### config.mk
export PLATFORM = sky130hd
export DESIGN_NAME = pi_bus_arbiter
export DESIGN_NICKNAME = d
export VERILOG_FILES = /design/src/rtl/pet_bus_pkg.sv /design/src/rtl/pi_bus_arbiter_sync_rise.sv /design/src/rtl/pi_bus_arbiter.sv
export SDC_FILE = /design/constraint.sdc
export NUM_CORES = 1
export LEC_CHECK = 0
export CAP_MARGIN = 40
export CORE_MARGIN = 4
export CORE_UTILIZATION = 43
export CTS_BUF_LIST = sky130_fd_sc_hd__clkbuf_4 sky130_fd_sc_hd__clkbuf_8
export DETAILED_ROUTE_END_ITERATION = 10
export PLACE_DENSITY = 0.78
export REMOVE_ABC_BUFFERS = 1
export SLEW_MARGIN = 15
export SYNTH_ARGS = -nofsm -noshare
export SYNTH_HDL_FRONTEND = slang
export SYNTH_SLANG_ARGS = --single-unit
### constraint.sdc
create_clock -name clk -period 2.44 [get_ports clk]
set_clock_uncertainty 0.05 [all_clocks]
set_input_delay 0.61 -clock clk [delete_from_list [all_inputs] [get_ports clk]]
set_output_delay 0.61 -clock clk [all_outputs]
set_load 0.02 [all_outputs]
### src/rtl/pet_bus_pkg.sv
// Shared bus widths, owner encodings, default slot timing and window-phase decode.
package pet_bus_pkg;

    localparam int ADDR_W = 17;
    localparam int DATA_W = 8;

    localparam logic OWNER_CPU = 1'b0;
    localparam logic OWNER_PI  = 1'b1;

    localparam int DEF_CYCLE_LEN = 16;
    localparam int DEF_CPU_START = 0;
    localparam int DEF_PI_START  = 8;
    localparam int DEF_WIN_LEN   = 4;

    // Where a slot counter value falls inside a window
    typedef enum logic [1:0] {
        PH_IDLE,    // outside the window
        PH_SETUP,   // k = 0: address/data launch
        PH_STROBE,  // k = 1..len-2: we_n or oe_n active
        PH_LAST     // k = len-1: strobes off, completion
    } phase_e;

    // Latched Pi command
    typedef struct packed {
        logic [ADDR_W-1:0] addr;
        logic [DATA_W-1:0] data;
        logic              rw_b;
    } bus_req_t;

    function automatic phase_e win_phase(input int cnt, input int start, input int len);
        if (cnt < start || cnt >= start + len) return PH_IDLE;
        if (cnt == start)                      return PH_SETUP;
        if (cnt == start + len - 1)            return PH_LAST;
        return PH_STROBE;
    endfunction

endpackage

### src/rtl/pi_bus_arbiter_sync_rise.sv
// Two-flop synchroniser followed by a one-clock rising-edge pulse.
module sync_rise (
    input  logic clk,
    input  logic reset,
    input  logic d,
    output logic rise
);

    // sh[0], sh[1] form the synchroniser; sh[2] is the edge-detect history
    logic [2:0] sh;

    // Shift the asynchronous level through the synchroniser chain
    always_ff @(posedge clk or posedge reset) begin
        if (reset) sh <= '0;
        else       sh <= {sh[1:0], d};
    end

    assign rise = sh[1] & ~sh[2];

endmodule

### src/rtl/pi_bus_arbiter.sv
// Time-slot arbiter sharing the system RAM/IO bus between the CPU and the Pi command register.
module pi_bus_arbiter
    import pet_bus_pkg::*;
#(
    parameter int CYCLE_LEN = DEF_CYCLE_LEN,
    parameter int CPU_START = DEF_CPU_START,
    parameter int PI_START  = DEF_PI_START,
    parameter int WIN_LEN   = DEF_WIN_LEN
) (
    input  logic              clk,
    input  logic              reset,
    input  logic              pi_pending,
    input  logic [ADDR_W-1:0] pi_addr,
    input  logic [DATA_W-1:0] pi_data,
    input  logic              pi_rw_b,
    output logic [DATA_W-1:0] pi_rd_data,
    output logic              pi_done,
    output logic              pi_overrun,
    input  logic [ADDR_W-1:0] cpu_addr,
    input  logic [DATA_W-1:0] cpu_data,
    input  logic              cpu_rw_b,
    output logic              cpu_en,
    output logic [ADDR_W-1:0] bus_addr,
    output logic [DATA_W-1:0] bus_data_out,
    input  logic [DATA_W-1:0] bus_data_in,
    output logic              bus_we_n,
    output logic              bus_oe_n,
    output logic              bus_owner
);

    localparam int CNT_W = $clog2(CYCLE_LEN);

    logic [CNT_W-1:0]  cnt, cnt_nxt;
    logic              pend_rise;
    logic              req;
    bus_req_t          pi_q;
    logic              pi_act, pi_act_nxt;
    phase_e            cpu_ph, pi_ph;

    logic [ADDR_W-1:0] addr_nxt;
    logic [DATA_W-1:0] dout_nxt, rd_nxt;
    logic              we_n_nxt, oe_n_nxt, owner_nxt, cpu_en_nxt, done_nxt;

    sync_rise u_pend_sync (
        .clk   (clk),
        .reset (reset),
        .d     (pi_pending),
        .rise  (pend_rise)
    );

    // Slot counter lookahead; outputs are registered from the slot about to start
    always_comb begin
        cnt_nxt = (cnt == CNT_W'(CYCLE_LEN - 1)) ? '0 : cnt + 1'b1;
        cpu_ph  = win_phase(int'(cnt_nxt), CPU_START, WIN_LEN);
        pi_ph   = win_phase(int'(cnt_nxt), PI_START, WIN_LEN);
    end

    // Pi grant is decided entering the Pi window (req as seen at PI_START-1) and held through it
    always_comb begin
        pi_act_nxt = pi_act;
        if (pi_ph == PH_SETUP)     pi_act_nxt = req;
        else if (pi_ph == PH_IDLE) pi_act_nxt = 1'b0;
    end

    // Next-state bus outputs for the upcoming slot
    always_comb begin
        addr_nxt   = bus_addr;
        dout_nxt   = bus_data_out;
        rd_nxt     = pi_rd_data;
        we_n_nxt   = 1'b1;
        oe_n_nxt   = 1'b1;
        owner_nxt  = OWNER_CPU;
        cpu_en_nxt = 1'b0;
        done_nxt   = 1'b0;
        if (cpu_ph != PH_IDLE) begin
            owner_nxt = OWNER_CPU;
            case (cpu_ph)
                PH_SETUP: begin
                    addr_nxt = cpu_addr;
                    dout_nxt = cpu_data;
                end
                PH_STROBE: begin
                    if (cpu_rw_b) oe_n_nxt = 1'b0;
                    else          we_n_nxt = 1'b0;
                end
                PH_LAST:  cpu_en_nxt = 1'b1;
                default:  ;
            endcase
        end else if (pi_ph != PH_IDLE && pi_act_nxt) begin
            owner_nxt = OWNER_PI;
            case (pi_ph)
                PH_SETUP: begin
                    addr_nxt = pi_q.addr;
                    dout_nxt = pi_q.data;
                end
                PH_STROBE: begin
                    if (pi_q.rw_b) oe_n_nxt = 1'b0;
                    else           we_n_nxt = 1'b0;
                end
                PH_LAST: begin
                    done_nxt = 1'b1;
                    if (pi_q.rw_b) rd_nxt = bus_data_in;
                end
                default: ;
            endcase
        end
    end

    // Slot counter and grant flag
    always_ff @(posedge clk or posedge reset) begin
        if (reset) begin
            cnt    <= '0;
            pi_act <= 1'b0;
        end else begin
            cnt    <= cnt_nxt;
            pi_act <= pi_act_nxt;
        end
    end

    // Request latch: accept a new command only when idle, otherwise flag overrun
    always_ff @(posedge clk or posedge reset) begin
        if (reset) begin
            req        <= 1'b0;
            pi_q       <= '0;
            pi_overrun <= 1'b0;
        end else begin
            if (pend_rise && req) pi_overrun <= 1'b1;
            if (done_nxt) begin
                req <= 1'b0;
            end else if (pend_rise && !req) begin
                req       <= 1'b1;
                pi_q.addr <= pi_addr;
                pi_q.data <= pi_data;
                pi_q.rw_b <= pi_rw_b;
            end
        end
    end

    // Registered bus and handshake outputs
    always_ff @(posedge clk or posedge reset) begin
        if (reset) begin
            bus_addr     <= '0;
            bus_data_out <= '0;
            bus_we_n     <= 1'b1;
            bus_oe_n     <= 1'b1;
            bus_owner    <= OWNER_CPU;
            cpu_en       <= 1'b0;
            pi_done      <= 1'b0;
            pi_rd_data   <= '0;
        end else begin
            bus_addr     <= addr_nxt;
            bus_data_out <= dout_nxt;
            bus_we_n     <= we_n_nxt;
            bus_oe_n     <= oe_n_nxt;
            bus_owner    <= owner_nxt;
            cpu_en       <= cpu_en_nxt;
            pi_done      <= done_nxt;
            pi_rd_data   <= rd_nxt;
        end
    end

endmodule

==> Yosys cells after proc, flatten, opt, wreduce, memory -nomap -nowiden <==
Index checks and enable logic that the tools add are counted.
{ "op_classes": {"n_lt_le_gt_ge": 3, "add_sub_neg": 1, "div_mod_pow": 0, "bitwise_logic": 4, "shifts": 0, "n_eq_ne": 11, "n_reduce_logical": 15, "multipliers": 0, "n_mux": 56} }
{ "op_table": {"columns": ["cell", "count"], "rows": [
  ["$mux W17", 4],
  ["$mux W1", 35],
  ["$mux W8", 4],
  ["$mux W2", 12],
  ["$eq A4 B4 Y1 const B", 3],
  ["$reduce_bool A2 Y1", 5],
  ["$eq A2 B2 Y1 const B", 4],
  ["$add A4 B1 Y4 const B", 1],
  ["$eq A2 B1 Y1 const B", 2],
  ["$eq A4 B3 Y1 const B", 1],
  ["$ge A4 B3 Y1 const B", 1],
  ["$ge A4 B4 Y1 const B", 1],
  ["$logic_not A4 Y1", 1],
  ["$lt A4 B4 Y1 const B", 1],
  ["$mux W4", 1],
  ["$reduce_and A4 Y1", 1],
  ["$logic_and A1 B1 Y1", 3],
  ["$not A1 Y1", 3],
  ["$reduce_and A3 Y1", 1],
  ["$logic_not A2 Y1", 1],
  ["$ne A2 B1 Y1 const B", 1],
  ["$reduce_and A2 Y1", 1],
  ["$and A1 B1 Y1", 1],
  ["$logic_not A1 Y1", 1],
  ["$logic_or A1 B1 Y1", 1]
]} }
{ "word_totals": {"elab_cells": 106, "mem_bits_rw": 0, "latch_bits": 0, "register_bits": 74, "romBits": 0, "n_memories": 0, "out_inout_bits": 39, "input_bits": 63} }

==> Longest topological paths before layout <==
Gate-level depths: netlist (run 1).
{ "logic_depth": {"ltp_word": 19, "ltp_mapped": 7, "mapped_depth_nobuf": 4} }

==> Modules after synthesis <==
From an unflattened synthesis (run 1), not the netlist that was laid out.
{ "hier_totals": {"cells_unflattened": 295, "area_unflattened_um2": 3633.5} }
{ "by_module_without_submodules": {"columns": ["module", "seq_area_each_um2", "cells_each", "area_per_inst_um2", "instances"], "rows": [
  ["pi_bus_arbiter", 1779.2, 290, 3540.9, 1],
  ["sync_rise", 75.1, 5, 92.6, 1]
]} }

==> Worst setup path before layout (run 1) <==
Ideal clock, no wire load.
{ "synth_timing": {"kind": "register to register", "start": "register cnt[0]", "end": "register pi_q[0] in the netlist's numbering", "slack_ps": 623, "path_buffers": 3, "arrival_time_ps": 1642, "stages_incl_launch_ff": 8, "setup_ps": 125, "cell_sequence": "dfrtp_1 ha_1 buf_4 nor2_2 a311o_1 buf_6 buf_8 mux2_4"} }
{ "synth_between": {"elab_chain_cells": 17, "word_cells_on_any_way": 46} }
{ "synth_lines": {"columns": ["item", "line", "source"], "rows": [
  ["start: declaration", "pi_bus_arbiter.sv:33", "logic [CNT_W-1:0] cnt, cnt_nxt;"],
  ["start signal: assignment", "pi_bus_arbiter.sv:115", "cnt <= cnt_nxt;"],
  ["$add A4 B1 Y4 or $eq A4 B4 Y1 (tied branches)", "pi_bus_arbiter.sv:53", "cnt_nxt = (cnt == CNT_W'(CYCLE_LEN - 1)) ? '0 : cnt + 1'b1;"],
  ["$mux W4 (*)", "pi_bus_arbiter.sv:53", null],
  ["$eq A4 B4 Y1", "pet_bus_pkg.sv:33", "if (cnt == start + len - 1) return PH_LAST;"],
  ["$mux W1 (2 in a row)", "pet_bus_pkg.sv:33", null],
  ["$mux W1", "pet_bus_pkg.sv:32", "if (cnt == start) return PH_SETUP;"],
  ["$mux W2", "pet_bus_pkg.sv:34", "return PH_STROBE;"],
  ["$mux W2", "pet_bus_pkg.sv:33", null],
  ["$mux W2", "pet_bus_pkg.sv:32", null],
  ["$logic_not A2 Y1", "pi_bus_arbiter.sv:62", "else if (pi_ph == PH_IDLE) pi_act_nxt = 1'b0;"],
  ["$mux W1", "pi_bus_arbiter.sv:62", null],
  ["$mux W1", "pi_bus_arbiter.sv:61", "if (pi_ph == PH_SETUP) pi_act_nxt = req;"],
  ["$logic_and A1 B1 Y1", "pi_bus_arbiter.sv:89", "end else if (pi_ph != PH_IDLE && pi_act_nxt) begin"],
  ["$mux W1", "pi_bus_arbiter.sv:89", null],
  ["$mux W1 (*)", "pi_bus_arbiter.sv:75", "if (cpu_ph != PH_IDLE) begin"],
  ["$not A1 Y1 (no line) (*)", null, null],
  ["$reduce_and A2 Y1 (no line) (*)", null, null],
  ["end: declaration", "pi_bus_arbiter.sv:36", "bus_req_t pi_q;"]
]} }
Mark *: on every way between the ends. The rest lies on a longest branch, timed or not. The select of a mux whose other input is x is not followed.
A chain may end at the register's enable or synchronous reset.

==> Final worst setup path (run 1) <==
{ "layout_timing": {"start": "register bus_oe_n", "end": "output port bus_oe_n"} }
{ "layout_lines": {"columns": ["item", "line", "source"], "rows": [
  ["start: declaration", "pi_bus_arbiter.sv:27", "output logic bus_oe_n,"],
  ["start signal: assignment", "pi_bus_arbiter.sv:154", "bus_oe_n <= oe_n_nxt;"]
]} }
No word-level cell between the ends.

==> flow_metrics.env, run 1 <==
export IMPL_power_per_cell_area_nw_per_um2=633
export IMPL_timing_slew_headroom_pct=65.4
export IMPL_timing_critical_path_buf_inv=1
export IMPL_worst_slew_pin_slew_ns=0.518
export IMPL_floorplan_io_pins=102
export IMPL_globalplace_congestion=0.788
export IMPL_leakagePower_nw=1.87
export IMPL_critical_path_class="flip-flop to output pin"
export IMPL_drt_iter0_drc=56
export IMPL_netlist_cell_type_count=36
export IMPL_post_synth_cell_area_avg_um2=13.0
export IMPL_yosysSeqAreaShare_pct=57.5
export IMPL_max_cap_violations=0
export IMPL_status="finished, final reports clean"
export IMPL_core_area_um2=7290
export IMPL_dieHeight_um=94.6
export IMPL_cts_made_buffers=9
export IMPL_finalHoldViolations=0
export IMPL_cts_repair_timing_setup_buffer_count=0
export IMPL_initial_core_util_pct=44.3
export IMPL_grt_first_pass_wirelength_um=12900
export IMPL_cts_hold_repair_buffers=0
export IMPL_clk_insertion_delay_late_ns=0.34
export IMPL_clock_path_buffers=2
export IMPL_worst_endpoint_required_ns=1.78
export IMPL_num_rows=31
export IMPL_drtAntennaViolNets=0
export IMPL_synth_seq_cells=74
export IMPL_critical_path_arrival_ns=1.45
export IMPL_port_buffer_count=101
export IMPL_synth_flop_cell="sky130_fd_sc_hd__dfrtp_1"
export IMPL_share_of_post_route_cells_with_drive_strength_above_1_pct=19.9
export IMPL_grt_antenna_before_repair=0
export IMPL_drcViolationCount=0
export IMPL_rsz0062_at_grt="no"
export IMPL_setup_tns_ns=0
export IMPL_peak_vdd_ir_uv=438
export IMPL_synth_edf_count=0
export IMPL_critical_path_cell_by_cell="clkdlybuf4s50_1"
export IMPL_postCtsResizedCells=0
export IMPL_synth_largest_type_area_fraction_pct=55.8
export IMPL_area_growth_syn_to_layout_pct=40.1
export IMPL_die_area_um2=8950
export IMPL_routed_wl_um=7930
export IMPL_critical_path_s_top_delay_family="buffers and inverters"
export IMPL_worstSetupEndpointType="output pin"
export IMPL_async_flop_share_pct=100
export IMPL_antennaDiodeCount=0
export IMPL_clock_sinks=74
export IMPL_synthesis_area_um2=3230
export IMPL_gr_usage_all_layers_pct=18.9
export IMPL_synth_most_common_cell="sky130_fd_sc_hd__dfrtp_1"
export IMPL_routed_wire_length_per_instance_um=17.4
export IMPL_place_hpwl_um=5790
export IMPL_vias_in_the_first_global_route=2532
export IMPL_synth_area_leaders="sky130_fd_sc_hd__dfrtp_1, sky130_fd_sc_hd__mux2_4, sky130_fd_sc_hd__o21ai_0, sky130_fd_sc_hd__mux2_2, sky130_fd_sc_hd__a2bb2oi_1"
export IMPL_cp_start_kind="flip-flop"
export IMPL_clk_transition_reported_paths_ns=0.08
export IMPL_worst_hold_slack_ns=0.322
export IMPL_reg2reg_setup_slack_ns=0.44
export IMPL_clockRootBuffer="sky130_fd_sc_hd__clkbuf_8"
export IMPL_final_min_clock_period_ns=2.11
export IMPL_post_drt_via_cell_ratio=5.25
export IMPL_cts_tree="done"
export IMPL_post_route_period_util_pct=86.6
export IMPL_report_final_setup_viol=0
export IMPL_largest_net_degree_at_the_start_of_global_routing=27
export IMPL_synthesis_instances=248
export IMPL_crit_slowest_cell="sky130_fd_sc_hd__clkdlybuf4s50_1"
export IMPL_finalWorstSetupSlack_ns=0.327
export IMPL_postPlaceCellArea_um2=4350
export IMPL_critical_path_peak_fanout=1
export IMPL_number_of_nets_in_the_layout=417
export IMPL_synth_yosys_warnings=0
export IMPL_h_tree_depth=3
export IMPL_filler_cell_count=626
export IMPL_yosys_top_cells_count="sky130_fd_sc_hd__dfrtp_1, sky130_fd_sc_hd__o21ai_0, sky130_fd_sc_hd__mux2_4"
export IMPL_holdCritPathClass="flip-flop to flip-flop"
export IMPL_multi_input_comb_area_um2=1230
export IMPL_final_max_slew_viol_count=0
export IMPL_fmax_ghz=0.473
export IMPL_register_area_um2=1850
export IMPL_postLayoutCellArea_um2=4520
export IMPL_die_x_um=94.6
export IMPL_detailedRoute_firstPassIterationCount=4
export IMPL_synth_largest_area_cell="sky130_fd_sc_hd__dfrtp_1"
export IMPL_pre_cts_ws_ns=0.444
export IMPL_slowest_delay_ns=0.59
export IMPL_detailroute_via_count=2392
export IMPL_grt_overflow_total=0
export IMPL_overall_power_consumption_mw=2.86
stage by stage:
step           util [%]  std cells
2_1_floorplan         -        228
3_3_place_gp       59.7        440
3_5_place_dp       59.7        440
4_1_cts            62.0        456
5_1_grt            62.0        456
6_report           62.0        456
path summary, 6_finish.rpt:
path | start | endpoint | depth (start not counted)
setup reg to reg | cnt[0]$_DFF_PP0_ | pi_q[17]$_DFFE_PP0P_ | 5
hold reg to reg | u_pend_sync.sh[0]$_DFF_PP0_ | u_pend_sync.sh[1]$_DFF_PP0_ | 0
setup / recovery | bus_oe_n$_DFF_PP1_ | bus_oe_n | 1
min in group asynchronous | reset | cnt[2]$_DFF_PP0_ | 2
hold / removal | u_pend_sync.sh[0]$_DFF_PP0_ | u_pend_sync.sh[1]$_DFF_PP0_ | 0
max in group asynchronous | reset | pi_q[16]$_DFFE_PP0P_ | 3
cell families (layout without fill, tap and decap cells):
logic type	after synthesis	in the layout	share of synthesized area, %
flops	74	74	57.5
fa+ha+maj	2	2	0.775
mux	34	34	14.2
xor+xnor	1	1	0.271
compound gates	87	87	18.1
buf+inv	25	134	4.54
simple gates	25	25	4.65
state kept, by name (all words and copies together) (netlist names):
signal / flops
pi_rd_data: 8
cpu_en: 1
bus_data_out: 8
cnt: 4
bus_oe_n: 1
pi_q: 26
pi_overrun: 1
pi_done: 1
bus_addr: 17
bus_owner: 1
pi_act: 1
req: 1
bus_we_n: 1
u_pend_sync.sh: 3
worst register-to-register path, delay by kind of cell (launching register included):
kind            cells  cell delay, ns
compound gates      1            0.38
fa+ha+maj           1            0.37
buf+inv             1            0.22
flops               1            0.43
mux                 1            0.33
simple gates        1            0.10
power by group:
part,total (mW),switching (mW),internal [mW],leakage [nW]
combinational,0.551,0.190,0.361,0.919
clock,0.823,0.459,0.364,0.0810
sequential,1.49,0.0926,1.40,0.870
cell usage in the layout, fill, tap and decap left out, types with 2 or more instances in the layout:
master                            synthesis  routed
sky130_fd_sc_hd__mux2_4                  20      20
sky130_fd_sc_hd__a2bb2oi_1               15      15
sky130_fd_sc_hd__o21ai_0                 38      38
sky130_fd_sc_hd__nand2_1                  4       4
sky130_fd_sc_hd__nand2b_1                 3       3
sky130_fd_sc_hd__a211oi_1                15      15
sky130_fd_sc_hd__ha_1                     2       2
sky130_fd_sc_hd__dfstp_2                  2       2
sky130_fd_sc_hd__inv_1                    5       4
sky130_fd_sc_hd__mux2_2                  14      14
sky130_fd_sc_hd__buf_4                    1      10
sky130_fd_sc_hd__a32oi_1                 10      10
sky130_fd_sc_hd__clkdlybuf4s50_1          0     101
sky130_fd_sc_hd__nor2b_1                  2       2
sky130_fd_sc_hd__clkinv_2                 0       3
sky130_fd_sc_hd__nor2_2                   2       2
sky130_fd_sc_hd__a21oi_1                  4       4
sky130_fd_sc_hd__clkbuf_8                 0       9
sky130_fd_sc_hd__nor2_1                   4       4
sky130_fd_sc_hd__clkinvlp_4               0       3
sky130_fd_sc_hd__buf_12                   0       2
sky130_fd_sc_hd__dfrtp_1                 72      72
sky130_fd_sc_hd__a22oi_1                  2       2
layer usage:
layer  wire length (um)  track usage [%]  share of wire, %  vias to the layer above
met4                211             7.09               2.7                        0
met1               3380             24.5                43                     1167
met2               3850             30.1                49                       79
met3                479             5.42               6.0                       16
met5                  0                0                 0                        -
li1                   -                -                 -                     1130
final cells by class:
cell class,instances,area share (%)
clock buffers,9,2.74
flip-flops and latches,74,41.0
repair buffers,113,24.9
well taps,99,2.74
clock inverters,7,1.02
inverters,5,0.415
multi-input cells,149,27.2
Note: power is estimated with default switching activity, not from simulation.
==> run 2, diff against run 1 <==
Settings changed: CTS_CLUSTER_SIZE set to 40.
==> results of run 2 <==
Final layout, timing and power as in run 1 (identical DEF).
==> run 3, diff against run 2 <==
Settings changed: CORE_ASPECT_RATIO set to 0.8.
==> run 3 against run 2 <==
  * Cell count is 3.1% lower
  * Routed wire length rose by 1.2%
  * Setup slack better by 0.0077 ns
  * Sequential power about the same
  * Combinational power barely moved
  * Largest cell class unchanged
  * Highest routed layer unchanged
  * Critical path depth is the same
  * Non-clock buffer count fell by 2
  * Via count is 2.4% higher
  * Global-route usage shrank 0.069 points
==> flow_metrics.env, run 3 (synthesis results as in run 1) <==
export IMPL_regToRegStartpoint="cnt[0]$_DFF_PP0_"
export IMPL_grt_overflow_total=0
export IMPL_antennaDiodeCount=0
export IMPL_holdCritPathClass="flip-flop to flip-flop"
export IMPL_peak_vdd_ir_uv=363
export IMPL_grt_use_met1_pct=25.3
export IMPL_multi_input_comb_area_um2=1230
export IMPL_met2_usage_pct=29.1
export IMPL_die_area_um2=8960
export IMPL_cp_start_kind="flip-flop"
export IMPL_r2r_end="pi_q[5]$_DFFE_PP0P_"
export IMPL_num_rows=27
export IMPL_power_sequential_fraction_pct=49.7
export IMPL_initial_core_util_pct=45.5
export IMPL_netsw_uw=739
export IMPL_critical_path_cell_by_cell="clkdlybuf4s50_1"
export IMPL_critical_path_class="flip-flop to output pin"
export IMPL_globalplace_congestion=0.794
export IMPL_routed_wl_um=8020
export IMPL_top_library_cells_by_usage_in_the_layout_fill_and_taps_aside="sky130_fd_sc_hd__clkdlybuf4s50_1, sky130_fd_sc_hd__dfrtp_1, sky130_fd_sc_hd__o21ai_0"
export IMPL_worst_hold_slack_ns=0.303
export IMPL_slowest_delay_ns=0.59
export IMPL_clk_transition_reported_paths_ns=0.07
export IMPL_port_buffer_count=101
export IMPL_gr_usage_all_layers_pct=18.8
export IMPL_worst_slew_pin_slew_ns=0.493
export IMPL_critical_path_cell_count=1
export IMPL_critical_path_arrival_ns=1.45
export IMPL_detailedRoute_firstPassIterationCount=4
export IMPL_dieHeight_um=85.5
export IMPL_clock_path_buffers=2
export IMPL_status="finished, final reports clean"
export IMPL_die_x_um=105
export IMPL_grt_first_pass_wirelength_um=13300
export IMPL_power_frac_comb_pct=18.4
export IMPL_largest_reg_flops=26
export IMPL_cts_hold_repair_buffers=0
export IMPL_post_route_period_util_pct=86.3
export IMPL_layout_commonest_cell="sky130_fd_sc_hd__clkdlybuf4s50_1"
export IMPL_power_per_cell_area_nw_per_um2=665
export IMPL_register_area_um2=1850
export IMPL_number_of_nets_in_the_layout=415
export IMPL_critical_path_s_top_delay_family="buffers and inverters"
export IMPL_drt_iter0_drc=136
export IMPL_critPathCapture="bus_we_n"
export IMPL_final_max_slew_viol_count=0
export IMPL_final_min_clock_period_ns=2.11
export IMPL_reg2reg_setup_slack_ns=0.42
export IMPL_clk_insertion_delay_late_ns=0.35
export IMPL_detailroute_via_count=2450
export IMPL_timing_reg2reg_worst_path_depth=5
export IMPL_vias_in_the_first_global_route=2592
export IMPL_report_final_setup_viol=0
export IMPL_clock_sinks=74
export IMPL_use_met3_pct=7.22
export IMPL_worst_endpoint_required_ns=1.78
export IMPL_cts_tree="done"
export IMPL_finalHoldViolations=0
export IMPL_max_cap_violations=0
export IMPL_timing_critical_path_buf_inv=1
export IMPL_timing_slew_headroom_pct=67.1
export IMPL_clockRootBuffer="sky130_fd_sc_hd__clkbuf_8"
export IMPL_rsz0062_at_grt="no"
export IMPL_worstSetupEndpointType="output pin"
export IMPL_share_of_post_route_cells_with_drive_strength_above_1_pct=19.4
export IMPL_postCtsResizedCells=0
export IMPL_internal_power_mw=2.27
export IMPL_crit_slowest_cell="sky130_fd_sc_hd__clkdlybuf4s50_1"
export IMPL_fmax_ghz=0.475
export IMPL_place_hpwl_um=5760
export IMPL_post_drt_via_cell_ratio=5.54
export IMPL_leakagePower_nw=1.89
export IMPL_drtAntennaViolNets=0
export IMPL_grt_antenna_before_repair=0
export IMPL_drcViolationCount=0
export IMPL_overall_power_consumption_mw=3.00
export IMPL_switching_share_pct=24.6
export IMPL_global_route_peak_usage_layer="met2"
export IMPL_share_clk_of_total_power_pct=31.9
export IMPL_h_tree_depth=3
export IMPL_filler_cell_count=571
export IMPL_area_growth_syn_to_layout_pct=40.1
export IMPL_regMostFlops="pi_q"
export IMPL_pre_cts_ws_ns=0.420
export IMPL_cts_repair_timing_setup_buffer_count=0
export IMPL_routed_wire_length_per_instance_um=18.2
export IMPL_crit_path_start="bus_we_n$_DFF_PP1_"
export IMPL_reg_top3="pi_q (26), bus_addr (17)"
export IMPL_floorplan_io_pins=102
export IMPL_largest_net_degree_at_the_start_of_global_routing=26
export IMPL_critical_path_peak_fanout=1
export IMPL_finalWorstSetupSlack_ns=0.335
export IMPL_cts_made_buffers=9
export IMPL_core_area_um2=7090
run 3: cell types whose count changed in the layout (fill, tap and decap cells not counted):
| cell | delta |
|---|---|
| sky130_fd_sc_hd__buf_4 | -2 |
| sky130_fd_sc_hd__clkbuf_8 | +1 |
| sky130_fd_sc_hd__clkinvlp_4 | -3 |
| sky130_fd_sc_hd__bufinv_16 | +1 |
| sky130_fd_sc_hd__clkbuf_4 | +1 |
run 3: worst min path at each step:
stage               slack (ns)  cells after the start                         from                           to
finish                    0.30                      0  u_pend_sync.sh[0]$_DFF_PP0_  u_pend_sync.sh[1]$_DFF_PP0_
global route              0.31                      0  u_pend_sync.sh[0]$_DFF_PP0_  u_pend_sync.sh[1]$_DFF_PP0_
CTS                       0.31                      0  u_pend_sync.sh[0]$_DFF_PP0_  u_pend_sync.sh[1]$_DFF_PP0_
detailed placement        0.29                      0  u_pend_sync.sh[0]$_DFF_PP0_  u_pend_sync.sh[1]$_DFF_PP0_
global placement          0.28                      0  u_pend_sync.sh[0]$_DFF_PP0_  u_pend_sync.sh[1]$_DFF_PP0_
floorplan                 0.28                      0  u_pend_sync.sh[0]$_DFF_PP0_  u_pend_sync.sh[1]$_DFF_PP0_
run 3: stage by stage:
| step | TNS, ns | area, um2 | utilization, % | std cells |
|---|---|---|---|---|
| after floorplan | -7.96 | 3100 | - | 228 |
| after global placement | 0 | 4320 | 60.9 | 426 |
| after detailed placement | 0 | 4320 | 60.9 | 426 |
| after CTS | 0 | 4520 | 63.7 | 442 |
| after global routing | 0 | 4520 | 63.7 | 442 |
| final | 0 | 4520 | 63.7 | 442 |
run 3: power groups by stage:
stage | Sequential (mW) | Clock [mW] | Combinational [mW]
after global placement | 1.51 | 0 | 0.544
final | 1.49 | 0.958 | 0.554
after global routing | 1.51 | 1.03 | 0.591
after detailed placement | 1.51 | 0 | 0.560
after CTS | 1.49 | 0.973 | 0.562
after floorplan | 1.56 | 0 | 0.220
run 3: cell type report:
class                   count  share of cell area [%]
clock inverters             5                    1.19
well taps                  87                    2.41
repair buffers            111                    24.6
multi-input cells         149                    27.2
clock buffers              11                    3.21
flip-flops and latches     74                    41.0
inverters                   5                   0.415
run 3: metal layers:
layer  up-vias  share of wire (%)
li1       1124                  -
met1      1225                 45
met2        94                 48
met3         7                7.0
met4         0               0.66
met5         -                  0
